[src/rtl/lbist_pkg.sv]
// Shared types and combinational helpers for the logic-BIST controller.
package lbist_pkg;

  localparam int unsigned MaxW = 64;

  typedef enum logic [2:0] {
    StIdle,
    StShift,
    StCapture,
    StUnload,
    StCompare,
    StDone
  } lbist_state_e;

  typedef enum logic {
    ModePrpg,
    ModeMisr
  } lfsr_mode_e;

  // Scan-in bit for chain i: three PRPG taps spread across the register.
  function automatic logic phase_shift(input logic [MaxW-1:0] prpg, input int unsigned i,
                                       input int unsigned w);
    logic [5:0] a;
    logic [5:0] b;
    logic [5:0] c;
    a = 6'(i % w);
    b = 6'((7 * i + 3) % w);
    c = 6'((13 * i + 5) % w);
    return prpg[a] ^ prpg[b] ^ prpg[c];
  endfunction

  // Bit j of the folded scan-out word: XOR of every chain landing on position j.
  function automatic logic misr_fold(input logic [MaxW-1:0] so, input int unsigned j,
                                     input int unsigned n_chains, input int unsigned w);
    logic r;
    r = 1'b0;
    for (int unsigned i = 0; i < MaxW; i++) begin
      if (i < n_chains && (i % w) == j) r = r ^ so[i[5:0]];
    end
    return r;
  endfunction

endpackage

[src/rtl/lbist_ctrl_if.sv]
// Control, status and scan signals between the BIST controller and the core under test.
interface lbist_ctrl_if #(
  parameter int unsigned N_CHAINS = 20,
  parameter int unsigned MISR_W   = 32
);
  logic                test_normal_i;
  logic                start_i;
  logic                pi_i;
  logic [MISR_W-1:0]   golden_sig_i;
  logic [N_CHAINS-1:0] scan_out_i;
  logic [N_CHAINS-1:0] scan_in_o;
  logic                test_en_o;
  logic                muxed_pi_o;
  logic                bist_active_o;
  logic                done_o;
  logic                go_nogo_o;
  logic [MISR_W-1:0]   signature_o;

  modport master (
    input  test_normal_i, start_i, pi_i, golden_sig_i, scan_out_i,
    output scan_in_o, test_en_o, muxed_pi_o, bist_active_o, done_o, go_nogo_o, signature_o
  );

  modport slave (
    output test_normal_i, start_i, pi_i, golden_sig_i, scan_out_i,
    input  scan_in_o, test_en_o, muxed_pi_o, bist_active_o, done_o, go_nogo_o, signature_o
  );
endinterface

[src/rtl/lbist_lfsr.sv]
// Galois shift register used both as pattern generator and as signature register.
module lbist_lfsr
  import lbist_pkg::*;
#(
  parameter int unsigned      WIDTH = 32,
  parameter logic [WIDTH-1:0] POLY  = '0,
  parameter logic [WIDTH-1:0] SEED  = '0,
  parameter lfsr_mode_e       MODE  = ModePrpg
) (
  input  logic             clk_i,
  input  logic             rst_ni,
  input  logic             en,
  input  logic             load,
  input  logic [WIDTH-1:0] data_i,
  output logic [WIDTH-1:0] q
);

  localparam logic [WIDTH-1:0] Init = (MODE == ModePrpg) ? SEED : '0;

  logic [WIDTH-1:0] q_q, q_d;

  always_comb begin
    q_d = q_q;
    if (load) begin
      q_d = Init;
    end else if (en) begin
      q_d = {q_q[WIDTH-2:0], 1'b0} ^ (q_q[WIDTH-1] ? POLY : '0) ^ data_i;
    end
  end

  always_ff @(posedge clk_i) begin
    if (!rst_ni) q_q <= Init;
    else         q_q <= q_d;
  end

  assign q = q_q;

endmodule

[src/rtl/lbist_ctrl.sv]
// Logic-BIST sequencer: PRPG-driven scan shift/capture, MISR compaction, signature compare.
module lbist_ctrl
  import lbist_pkg::*;
#(
  parameter int unsigned       N_CHAINS   = 20,
  parameter int unsigned       CHAIN_LEN  = 64,
  parameter int unsigned       N_PATTERNS = 1024,
  parameter int unsigned       PRPG_W     = 32,
  parameter logic [PRPG_W-1:0] PRPG_POLY  = 32'h8020_0003,
  parameter logic [PRPG_W-1:0] PRPG_SEED  = 32'h1,
  parameter int unsigned       MISR_W     = 32,
  parameter logic [MISR_W-1:0] MISR_POLY  = 32'h04C1_1DB7
) (
  input logic         clk_i,
  input logic         rst_ni,
  lbist_ctrl_if.master bus
);

  localparam int unsigned ShW  = $clog2(CHAIN_LEN);
  localparam int unsigned PatW = $clog2(N_PATTERNS + 1);
  localparam logic [ShW-1:0]  ShLast  = ShW'(CHAIN_LEN - 1);
  localparam logic [PatW-1:0] PatLast = PatW'(N_PATTERNS - 1);

  lbist_state_e      state_q, state_d;
  logic [ShW-1:0]    sh_cnt_q, sh_cnt_d;
  logic [PatW-1:0]   pat_cnt_q, pat_cnt_d;
  logic              go_nogo_q, go_nogo_d;
  logic [MISR_W-1:0] sig_q, sig_d;

  logic                lfsr_load, prpg_en, misr_en;
  logic [PRPG_W-1:0]   prpg;
  logic [MISR_W-1:0]   misr;
  logic [MISR_W-1:0]   fold_vec;
  logic [N_CHAINS-1:0] ps_vec;
  logic [MaxW-1:0]     prpg_ext, so_ext;

  assign prpg_ext = MaxW'(prpg);
  assign so_ext   = MaxW'(bus.scan_out_i);

  always_comb begin
    ps_vec   = '0;
    fold_vec = '0;
    for (int unsigned i = 0; i < N_CHAINS; i++) ps_vec[i] = phase_shift(prpg_ext, i, PRPG_W);
    for (int unsigned j = 0; j < MISR_W; j++) begin
      fold_vec[j] = misr_fold(so_ext, j, N_CHAINS, MISR_W);
    end
  end

  lbist_lfsr #(
    .WIDTH(PRPG_W),
    .POLY (PRPG_POLY),
    .SEED (PRPG_SEED),
    .MODE (ModePrpg)
  ) u_prpg (
    .clk_i (clk_i),
    .rst_ni(rst_ni),
    .en    (prpg_en),
    .load  (lfsr_load),
    .data_i('0),
    .q     (prpg)
  );

  lbist_lfsr #(
    .WIDTH(MISR_W),
    .POLY (MISR_POLY),
    .SEED ('0),
    .MODE (ModeMisr)
  ) u_misr (
    .clk_i (clk_i),
    .rst_ni(rst_ni),
    .en    (misr_en),
    .load  (lfsr_load),
    .data_i(fold_vec),
    .q     (misr)
  );

  always_comb begin
    state_d   = state_q;
    sh_cnt_d  = sh_cnt_q;
    pat_cnt_d = pat_cnt_q;
    go_nogo_d = go_nogo_q;
    sig_d     = sig_q;
    lfsr_load = 1'b0;
    prpg_en   = 1'b0;
    misr_en   = 1'b0;
    unique case (state_q)
      StIdle: begin
        if (bus.start_i && !bus.test_normal_i) begin
          state_d   = StShift;
          lfsr_load = 1'b1;
          sh_cnt_d  = '0;
          pat_cnt_d = '0;
          go_nogo_d = 1'b0;
          sig_d     = '0;
        end
      end
      StShift: begin
        prpg_en  = 1'b1;
        // Pattern 0 unloads the unknown post-reset chain contents, so keep them out.
        misr_en  = (pat_cnt_q != '0);
        sh_cnt_d = sh_cnt_q + 1'b1;
        if (sh_cnt_q == ShLast) begin
          sh_cnt_d = '0;
          state_d  = StCapture;
        end
      end
      StCapture: begin
        pat_cnt_d = pat_cnt_q + 1'b1;
        state_d   = (pat_cnt_q == PatLast) ? StUnload : StShift;
      end
      StUnload: begin
        misr_en  = 1'b1;
        sh_cnt_d = sh_cnt_q + 1'b1;
        if (sh_cnt_q == ShLast) begin
          sh_cnt_d = '0;
          state_d  = StCompare;
        end
      end
      StCompare: begin
        go_nogo_d = (misr == bus.golden_sig_i);
        sig_d     = misr;
        state_d   = StDone;
      end
      StDone: begin
        if (!bus.start_i) state_d = StIdle;
      end
      default: state_d = StIdle;
    endcase

    if (bus.test_normal_i &&
        state_q inside {StShift, StCapture, StUnload, StCompare}) begin
      state_d   = StIdle;
      sh_cnt_d  = '0;
      pat_cnt_d = '0;
      go_nogo_d = 1'b0;
      prpg_en   = 1'b0;
      misr_en   = 1'b0;
    end
  end

  always_ff @(posedge clk_i) begin
    if (!rst_ni) begin
      state_q   <= StIdle;
      sh_cnt_q  <= '0;
      pat_cnt_q <= '0;
      go_nogo_q <= 1'b0;
      sig_q     <= '0;
    end else begin
      state_q   <= state_d;
      sh_cnt_q  <= sh_cnt_d;
      pat_cnt_q <= pat_cnt_d;
      go_nogo_q <= go_nogo_d;
      sig_q     <= sig_d;
    end
  end

  assign bus.test_en_o     = (state_q == StShift) || (state_q == StUnload);
  assign bus.scan_in_o     = (state_q == StShift) ? ps_vec : '0;
  assign bus.bist_active_o = !(state_q inside {StIdle, StDone});
  assign bus.done_o        = (state_q == StDone);
  assign bus.muxed_pi_o    = (state_q inside {StIdle, StDone}) ? bus.pi_i : prpg[PRPG_W-1];
  assign bus.go_nogo_o     = go_nogo_q;
  assign bus.signature_o   = sig_q;

endmodule
[src/flat_wrapper.sv]
// flat-port wrapper written by rule: the top's interface ports become plain ports
module lbist_ctrl_flat import lbist_pkg::*;
#(
  parameter int unsigned       N_CHAINS   = 20,
  parameter int unsigned       CHAIN_LEN  = 64,
  parameter int unsigned       N_PATTERNS = 1024,
  parameter int unsigned       PRPG_W     = 32,
  parameter logic [PRPG_W-1:0] PRPG_POLY  = 32'h8020_0003,
  parameter logic [PRPG_W-1:0] PRPG_SEED  = 32'h1,
  parameter int unsigned       MISR_W     = 32,
  parameter logic [MISR_W-1:0] MISR_POLY  = 32'h04C1_1DB7
)
  (clk_i, rst_ni, bus_test_normal_i, bus_start_i, bus_pi_i, bus_golden_sig_i, bus_scan_out_i, bus_scan_in_o, bus_test_en_o, bus_muxed_pi_o, bus_bist_active_o, bus_done_o, bus_go_nogo_o, bus_signature_o);
  lbist_ctrl_if #(.N_CHAINS(N_CHAINS), .MISR_W(MISR_W)) bus_i ();
  input logic clk_i;
  input logic rst_ni;
  input wire logic [$bits(bus_i.test_normal_i)-1:0] bus_test_normal_i;
  input wire logic [$bits(bus_i.start_i)-1:0] bus_start_i;
  input wire logic [$bits(bus_i.pi_i)-1:0] bus_pi_i;
  input wire logic [$bits(bus_i.golden_sig_i)-1:0] bus_golden_sig_i;
  input wire logic [$bits(bus_i.scan_out_i)-1:0] bus_scan_out_i;
  output wire logic [$bits(bus_i.scan_in_o)-1:0] bus_scan_in_o;
  output wire logic [$bits(bus_i.test_en_o)-1:0] bus_test_en_o;
  output wire logic [$bits(bus_i.muxed_pi_o)-1:0] bus_muxed_pi_o;
  output wire logic [$bits(bus_i.bist_active_o)-1:0] bus_bist_active_o;
  output wire logic [$bits(bus_i.done_o)-1:0] bus_done_o;
  output wire logic [$bits(bus_i.go_nogo_o)-1:0] bus_go_nogo_o;
  output wire logic [$bits(bus_i.signature_o)-1:0] bus_signature_o;
  assign bus_i.test_normal_i = bus_test_normal_i;
  assign bus_i.start_i = bus_start_i;
  assign bus_i.pi_i = bus_pi_i;
  assign bus_i.golden_sig_i = bus_golden_sig_i;
  assign bus_i.scan_out_i = bus_scan_out_i;
  assign bus_scan_in_o = bus_i.scan_in_o;
  assign bus_test_en_o = bus_i.test_en_o;
  assign bus_muxed_pi_o = bus_i.muxed_pi_o;
  assign bus_bist_active_o = bus_i.bist_active_o;
  assign bus_done_o = bus_i.done_o;
  assign bus_go_nogo_o = bus_i.go_nogo_o;
  assign bus_signature_o = bus_i.signature_o;
  lbist_ctrl #(.N_CHAINS(N_CHAINS), .CHAIN_LEN(CHAIN_LEN), .N_PATTERNS(N_PATTERNS), .PRPG_W(PRPG_W), .PRPG_POLY(PRPG_POLY), .PRPG_SEED(PRPG_SEED), .MISR_W(MISR_W), .MISR_POLY(MISR_POLY)) u_core (.clk_i(clk_i), .rst_ni(rst_ni), .bus(bus_i));
endmodule
[config.mk]
export PLATFORM = sky130hd
export DESIGN_NAME = lbist_ctrl_flat
export DESIGN_NICKNAME = d
export VERILOG_FILES = /design/src/rtl/lbist_pkg.sv /design/src/rtl/lbist_ctrl_if.sv /design/src/rtl/lbist_lfsr.sv /design/src/rtl/lbist_ctrl.sv /design/src/flat_wrapper.sv
export SDC_FILE = /design/constraint.sdc
export NUM_CORES = 1
export LEC_CHECK = 0
export BUFFER_PORTS_ARGS = -buffer_cell sky130_fd_sc_hd__buf_2
export CORE_MARGIN = 5
export CORE_UTILIZATION = 43
export DETAILED_ROUTE_END_ITERATION = 7
export PLACE_DENSITY = 0.68
export SLEW_MARGIN = 20
export SYNTH_ARGS = -nofsm -noshare
export SYNTH_HDL_FRONTEND = slang
export SYNTH_SLANG_ARGS = --single-unit
[constraint.sdc]
create_clock -name clk_i -period 2.2 [get_ports clk_i]
set_input_delay 0.11 -clock clk_i [delete_from_list [all_inputs] [get_ports clk_i]]
set_output_delay 0.11 -clock clk_i [all_outputs]
set_load 0.01 [all_outputs]
# Word-level counts from Yosys, hierarchy flattened
# Cells that the tools add are included.
# Widths: inputs -> output; s select.
dict set report totals {
  regBits 117
  inputBits 57
  output_inout_bits 57
  word_cells 109
}
dict set report classes {
  n_addsub 2
  eq_ne 12
  mux 25
  bitwise_logic 44
  n_reduce_logical 19
}
# operator count
set op_table {}
lappend op_table {{$mux 32} 2}
lappend op_table {{$pmux 32 s2} 1}
lappend op_table {{$xor 32x32->32} 2}
lappend op_table {{$xor 1x1->1} 40}
lappend op_table {{$eq 32x32->1} 1}
lappend op_table {{$xor 32x20->32} 1}
lappend op_table {{$mux 27} 1}
lappend op_table {{$pmux 11 s2} 1}
lappend op_table {{$mux 20} 1}
lappend op_table {{$pmux 3 s6} 1}
lappend op_table {{$mux 3} 4}
lappend op_table {{$mux 6} 2}
lappend op_table {{$pmux 6 s2} 1}
lappend op_table {{$add 11x1->11 const B} 1}
lappend op_table {{$eq 11x10->1 const B} 1}
lappend op_table {{$mux 11} 1}
lappend op_table {{$reduce_bool 11->1} 1}
lappend op_table {{$reduce_bool 2->1} 4}
lappend op_table {{$mux 1} 7}
lappend op_table {{$add 6x1->6 const B} 1}
lappend op_table {{$eq 3x2->1 const B} 2}
lappend op_table {{$eq 3x3->1 const B} 2}
lappend op_table {{$eq 6x6->1 const B} 1}
lappend op_table {{$ne 2x1->1 const B} 3}
lappend op_table {{other kinds (13)} 20}

# Depth between registers and ports, before layout
dict set report depth {
  word_depth 5
  depth_mapped 8
}

# Modules after synthesis
# A second synthesis with hierarchy kept.
dict set report hier_totals {
  hier_cells 704
  hier_area_um2 6248.5
}
# mod instances cells_per_inst area_per_inst_um2 seq_area_each_um2
set modules_own_cells {}
lappend modules_own_cells {lbist_ctrl 1 404 3175.5 1061.0}
lappend modules_own_cells {{lbist_lfsr at u_core.u_prpg} 1 146 1540.2 640.6}
lappend modules_own_cells {{lbist_lfsr at u_core.u_misr} 1 154 1532.7 640.6}

# Worst setup path after synthesis
# OpenSTA, ideal clock, no wires.
dict set report synth_timing {
  path_kind {register to register}
  from {register u_core.pat_cnt_q[0]}
  to {register u_core.u_misr.q_q[13] (netlist: u_core.u_misr.q[13])}
  arrival_time_ps 1520
  slack_ps 549
  path_stages_with_launch 7
  path_buffers 1
  synth_period_minus_slack_ps 1651
  cell_sequence {dfxtp_1 > inv_1 > ha_1 > nor4b_2 > a311oi_4 > buf_2 > a211oi_1}
}
dict set report synth_between {
  elab_chain_cells 3
}
# item line
set synth_lines {}
lappend synth_lines {{start: declaration} lbist_ctrl.sv:26} ;# logic [PatW-1:0] pat_cnt_q, pat_cnt_d;
lappend synth_lines {{start signal: assignment} lbist_ctrl.sv:151} ;# pat_cnt_q <= pat_cnt_d;
lappend synth_lines {{$reduce_bool 11->1} lbist_ctrl.sv:100} ;# misr_en = (pat_cnt_q != '0);
lappend synth_lines {{$pmux 1 s2} lbist_ctrl.sv:86} ;# unique case (state_q)
lappend synth_lines {{$mux 1} lbist_ctrl.sv:130} ;# if (bus.test_normal_i &&
lappend synth_lines {{end signal: assignment} lbist_lfsr.sv:32} ;# if (!rst_ni) q_q <= Init;
lappend synth_lines {{end signal: assignment} lbist_lfsr.sv:33} ;# else q_q <= q_d;
lappend synth_lines {{end: declaration} lbist_lfsr.sv:20} ;# logic [WIDTH-1:0] q_q, q_d;
# Every way passes these cells.
# A chain may end at the register's enable or synchronous reset.

# Final worst setup path
dict set report layout_timing {
  from {register u_core.state_q[0]}
  to {output port bus_muxed_pi_o}
}
dict set report layout_between {
  elab_chain_cells 3
}
# item line
set layout_lines {}
lappend layout_lines {{start: declaration} lbist_ctrl.sv:24} ;# lbist_state_e state_q, state_d;
lappend layout_lines {{start signal: assignment} lbist_ctrl.sv:143} ;# state_q <= StIdle;
lappend layout_lines {{start signal: assignment} lbist_ctrl.sv:149} ;# state_q <= state_d;
lappend layout_lines {{$eq 3x3->1 / $logic_not 3->1 (equally long branches)} lbist_ctrl.sv:161} ;# assign bus.muxed_pi_o = (state_q inside {StIdle, StDone}) ? bus.pi_i : prpg[PRPG_W-1];
lappend layout_lines {{$reduce_bool 2->1 *} lbist_ctrl.sv:161}
lappend layout_lines {{$mux 1 *} lbist_ctrl.sv:161}
lappend layout_lines {{end: declaration} flat_wrapper.sv:24} ;# output wire logic [$bits(bus_i.muxed_pi_o)-1:0] bus_muxed_pi_o;
# Every way passes the cells marked *; elsewhere a longest branch is shown, timed or not.

==> results.py <==
metrics = {
    "logic_synthesis": {
        "synth_top_family_by_area": "simple AND/OR/NAND/NOR gates",
        "ys_seq_area_share_pct": 40.7,
        "yosys.cell_types.count": 50,
        "yosys_register_bits": 117,
        "mean_post_synth_cell_area_um2": 8.19,
        "synth_top_cell_area_share_pct": 40.7,
        "edff_count_synth": 0,
        "synth_compound_gate_area_share_pct": 15.7,
        "synth_area_leader_cell": "sky130_fd_sc_hd__dfxtp_1",
        "synth-warning-count": 0,
        "synthMuxAreaShare_pct": 0.391,
        "yosys.area_share.simple_pct": 22.3,
        "ys.flop_type": "sky130_fd_sc_hd__dfxtp_1",
        "synth.top_cells.by_area": "sky130_fd_sc_hd__dfxtp_1 41%, sky130_fd_sc_hd__xnor2_1 13%, sky130_fd_sc_hd__nand2_1 9.4%",
        "synthesis.area_um2": 5760,
        "parity_gate_share_of_the_synthesized_area_counting_xor_and_xnor_cells_pct": 15.8,
        "yosys.area_share.adder_pct": 0.652,
        "synth_async_sr_flop_share_pct": 0,
        "syn_inst": 703,
        "postSynthNetCount": 763,
    },
    "sta": {
        "finalWorstPathRequiredPeriod_ns": 2.00,
        "layout_worst_path_cycle_share_pct": 90.8,
        "hold-worst-slack_ns": 0.0164,
        "max-slew-margin-rel_pct": 60.0,
        "timing.final.setup_violations": 0,
        "rsz_0062_raised_after_global_routing": "no",
        "worst_clock_skew_ns": 0.0131,
        "final.setup.tns_ns": 0,
        "clock.fmax_mhz": 501,
        "timing_worst_slew_pin_value_ns": 0.595,
        "timing_max_transition_violations_final": 0,
        "timing.final.hold_violations": 0,
    },
    "clocking": {
        "worst_setup_hold_path_clk_slew_ns": 0.06,
        "post-cts-setup-buffer-count": 0,
        "cts_made_buffers": 17,
        "clk-insertion-delay-late_ns": 0.42,
        "clock-sinks": 117,
        "cts_max_path_buffers": 2,
        "cts_root_buffer": "sky130_fd_sc_hd__clkbuf_16",
        "cts-htree-levels": 4,
        "tritoncts": "yes",
    },
    "detailed_routing": {
        "dr.pass1.iters": 5,
        "vias_per_cell": 5.06,
        "drt-initial-drc-count": 366,
        "remaining_drc_errors": 0,
        "drt-wirelength-per-cell_um": 14.7,
        "route.antenna.remaining_nets": 0,
        "num_vias": 5045,
        "drt_wl_total_um": 14700,
    },
    "worst_setup_path": {
        "path_class": "reg -> out",
        "kind_of_cell_with_the_highest_combined_delay_on_the_critical_path": "flip-flops",
        "worst_ep_required_time_ns": 2.09,
        "slowest_delay_ns": 0.37,
        "cp.buffers_inverters": 2,
        "register_to_register_setup_slack_ns": 0.27,
        "arr_time_crit_path_ns": 1.89,
        "crit_start": "u_core.state_q[0]",
        "timing.critical_path.slowest_stage_cell": "sky130_fd_sc_hd__dfxtp_1",
        "worstSetupStartpointType": "register",
        "worstPathCellList": "buf_4, or2_2, a21o_1, mux2_2, buf_2",
        "worst_r2r_startpoint": "u_core.state_q[2]",
        "crit_path_end_kind": "primary output",
        "worstPathMaxFanout": 7,
        "r2r_end": "u_core.pat_cnt_q[9]",
        "worst-r2r-cell-count": 5,
    },
    "die": {
        "floorplan.die_area_um2": 15800,
        "floorplan.initialDensity_pct": 43.7,
        "core_area_um2": 13200,
        "placementRows": 42,
        "ios": 114,
        "floorplan.die.height_um": 126,
        "fp.dieW_um": 126,
    },
    "layout": {
        "insertedDiodeCount": 0,
        "drive_above_1_share_pct": 22.5,
        "nFillCells": 1233,
        "nNetsFinal": 869,
        "area_growth_pct": 24.0,
    },
    "global_routing": {
        "grt_pass1_wl_um": 24600,
        "groute.usage.overall_pct": 19.0,
        "antenna_found_initial": 0,
        "grt-ovfl-total": 0,
        "grt_pass1_vias": 4853,
        "grt_max_degree": 64,
    },
    "power_and_ir_drop": {
        "peakVddDrop_mv": 0.556,
        "power_density_normalized_to_cell_area_nw_per_um2": 773,
        "combinationalPowerShare_pct": 8.1,
        "sequentialPowerShare_pct": 39.1,
        "power_switching_mw": 1.24,
        "switching_share_pct": 22.5,
        "p_int_mw": 4.28,
        "static-leakage-power_nw": 2.70,
        "power.clock.fraction_pct": 52.7,
    },
    "min_path": {
        "worstHoldPathType": "in -> reg",
        "min-delay-start": "bus_scan_out_i[6]",
        "worst_hold_path.num_cells": 3,
        "holdPathEnd": "u_core.u_misr.q[6]",
    },
    "placed_design": {
        "io_buffer_count": 113,
        "post-dp-hpwl_um": 10200,
        "place.gp.congestion": 0.821,
    },
    "run_status": {
        "outcome": "finished clean",
    },
    "job": {
        "cap_violations": 0,
    },
}
[final cells by class]
class / count / area [µm²] / share of cell area (%)
inverters: 6 / 23.8 / 0.333
clock inverters: 8 / 119 / 1.66
clock buffers: 24 / 512 / 7.17
well taps: 176 / 220 / 3.08
multi-input cells: 533 / 3170 / 44.4
repair buffers: 134 / 756 / 10.6
flip-flops and latches: 117 / 2340 / 32.8
[what timing repair did]
item                      4_1_cts  5_1_grt
resized for setup               0        0
hold buffers                    3        0
hold endpoints to repair        3        0
[worst reg2reg max path: stages (launching register included)]
cell,delay (ns)
sky130_fd_sc_hd__dfxtp_1,0.42
sky130_fd_sc_hd__or3b_1,0.59
sky130_fd_sc_hd__nor3_2,0.24
sky130_fd_sc_hd__nand3_1,0.15
sky130_fd_sc_hd__o211a_1,0.24
sky130_fd_sc_hd__o21ba_1,0.17
[worst max-delay path by stage]
stage / to / slack, ns / cells past startpoint
floorplan: u_core.u_misr.q[13] / 0.55 / 6
global placement: u_core.pat_cnt_q[9] / 0.33 / 5
detailed placement: u_core.pat_cnt_q[9] / 0.30 / 5
CTS: bus_muxed_pi_o / 0.18 / 5
global route: u_core.pat_cnt_q[3] / 0.05 / 7
finish: bus_muxed_pi_o / 0.20 / 5
[stage by stage]
step / setup slack (ns) / power, mW / std cells / instance area, µm² / util (%)
after floorplan: 0.549 / 2.49 / 703 / 5760 / -
after global placement: 0.327 / 2.65 / 963 / 6480 / 49.1
after detailed placement: 0.296 / 2.65 / 963 / 6480 / 49.1
after CTS: 0.183 / 5.57 / 998 / 7140 / 54.1
after global routing: 0.0498 / 5.72 / 998 / 7140 / 54.1
final: 0.203 / 5.52 / 998 / 7140 / 54.1
[metal layers]
metal	global-route usage (%)	vias up	part of all wire (%)
met5	0	-	0
li1	-	2562	-
met2	28.7	116	45
met4	5.99	0	1.5
met3	6.48	16	6.4
met1	25.6	2351	47
[sequential cells by signal, indices dropped and copies added, names as in the netlist]
name / count
u_core.u_misr.q: 32
u_core.state_q: 3
u_core.bus.go_nogo_o: 1
u_core.pat_cnt_q: 11
u_core.bus.signature_o: 32
u_core.sh_cnt_q: 6
u_core.u_prpg.q: 32
[layout by cell type (no fill, tap or decap), types with 10 or more instances in the layout]
master,netlist,routed
sky130_fd_sc_hd__a211oi_1,11,11
sky130_fd_sc_hd__clkbuf_16,0,17
sky130_fd_sc_hd__xnor2_1,84,84
sky130_fd_sc_hd__nand2_1,145,144
sky130_fd_sc_hd__buf_4,5,16
sky130_fd_sc_hd__a21oi_1,61,61
sky130_fd_sc_hd__o21ai_0,10,10
sky130_fd_sc_hd__dfxtp_1,117,117
sky130_fd_sc_hd__xor2_1,20,20
sky130_fd_sc_hd__nand3_1,43,43
sky130_fd_sc_hd__nor2_1,60,60
sky130_fd_sc_hd__a21boi_0,32,32
sky130_fd_sc_hd__buf_2,13,113
[logic make-up (layout without fill, tap and decap cells)]
logic type,count (synthesis),after routing
AND/OR/NAND/NOR,289,289
AO/OA/AOI/OAI,135,135
flip-flops,117,117
XOR/XNOR,104,104
buffers and inverters,53,172
adder cells (fa/ha/maj),3,3
multiplexers,2,2
[synthesized netlist by cell type, drive strengths merged, types with 2 or more instances]
master and instances:
or3b 2, a311oi 3, dfxtp 117, nor3b 2, nor4 3, nor2 61, inv 5, a31oi 2
nand2 145, and3 4, o211a 2, a21boi 32, ha 3, nand3 43, a21oi 61, or2 2
clkbuf 25, mux2 2, o21ai 10, xnor2 84, nor3 9, nand4 8, xor2 20, a211oi 19
nand3b 3, buf 22, or3 2
[power by group through the flow]
stage	sequential, mW	combinational, mW	clock (mW)
floorplan	2.20	0.295	0
global placement	2.21	0.442	0
detailed placement	2.21	0.443	0
CTS	2.16	0.448	2.96
global route	2.16	0.494	3.06
finish	2.16	0.448	2.91
Power figures use the tool's default switching activity.
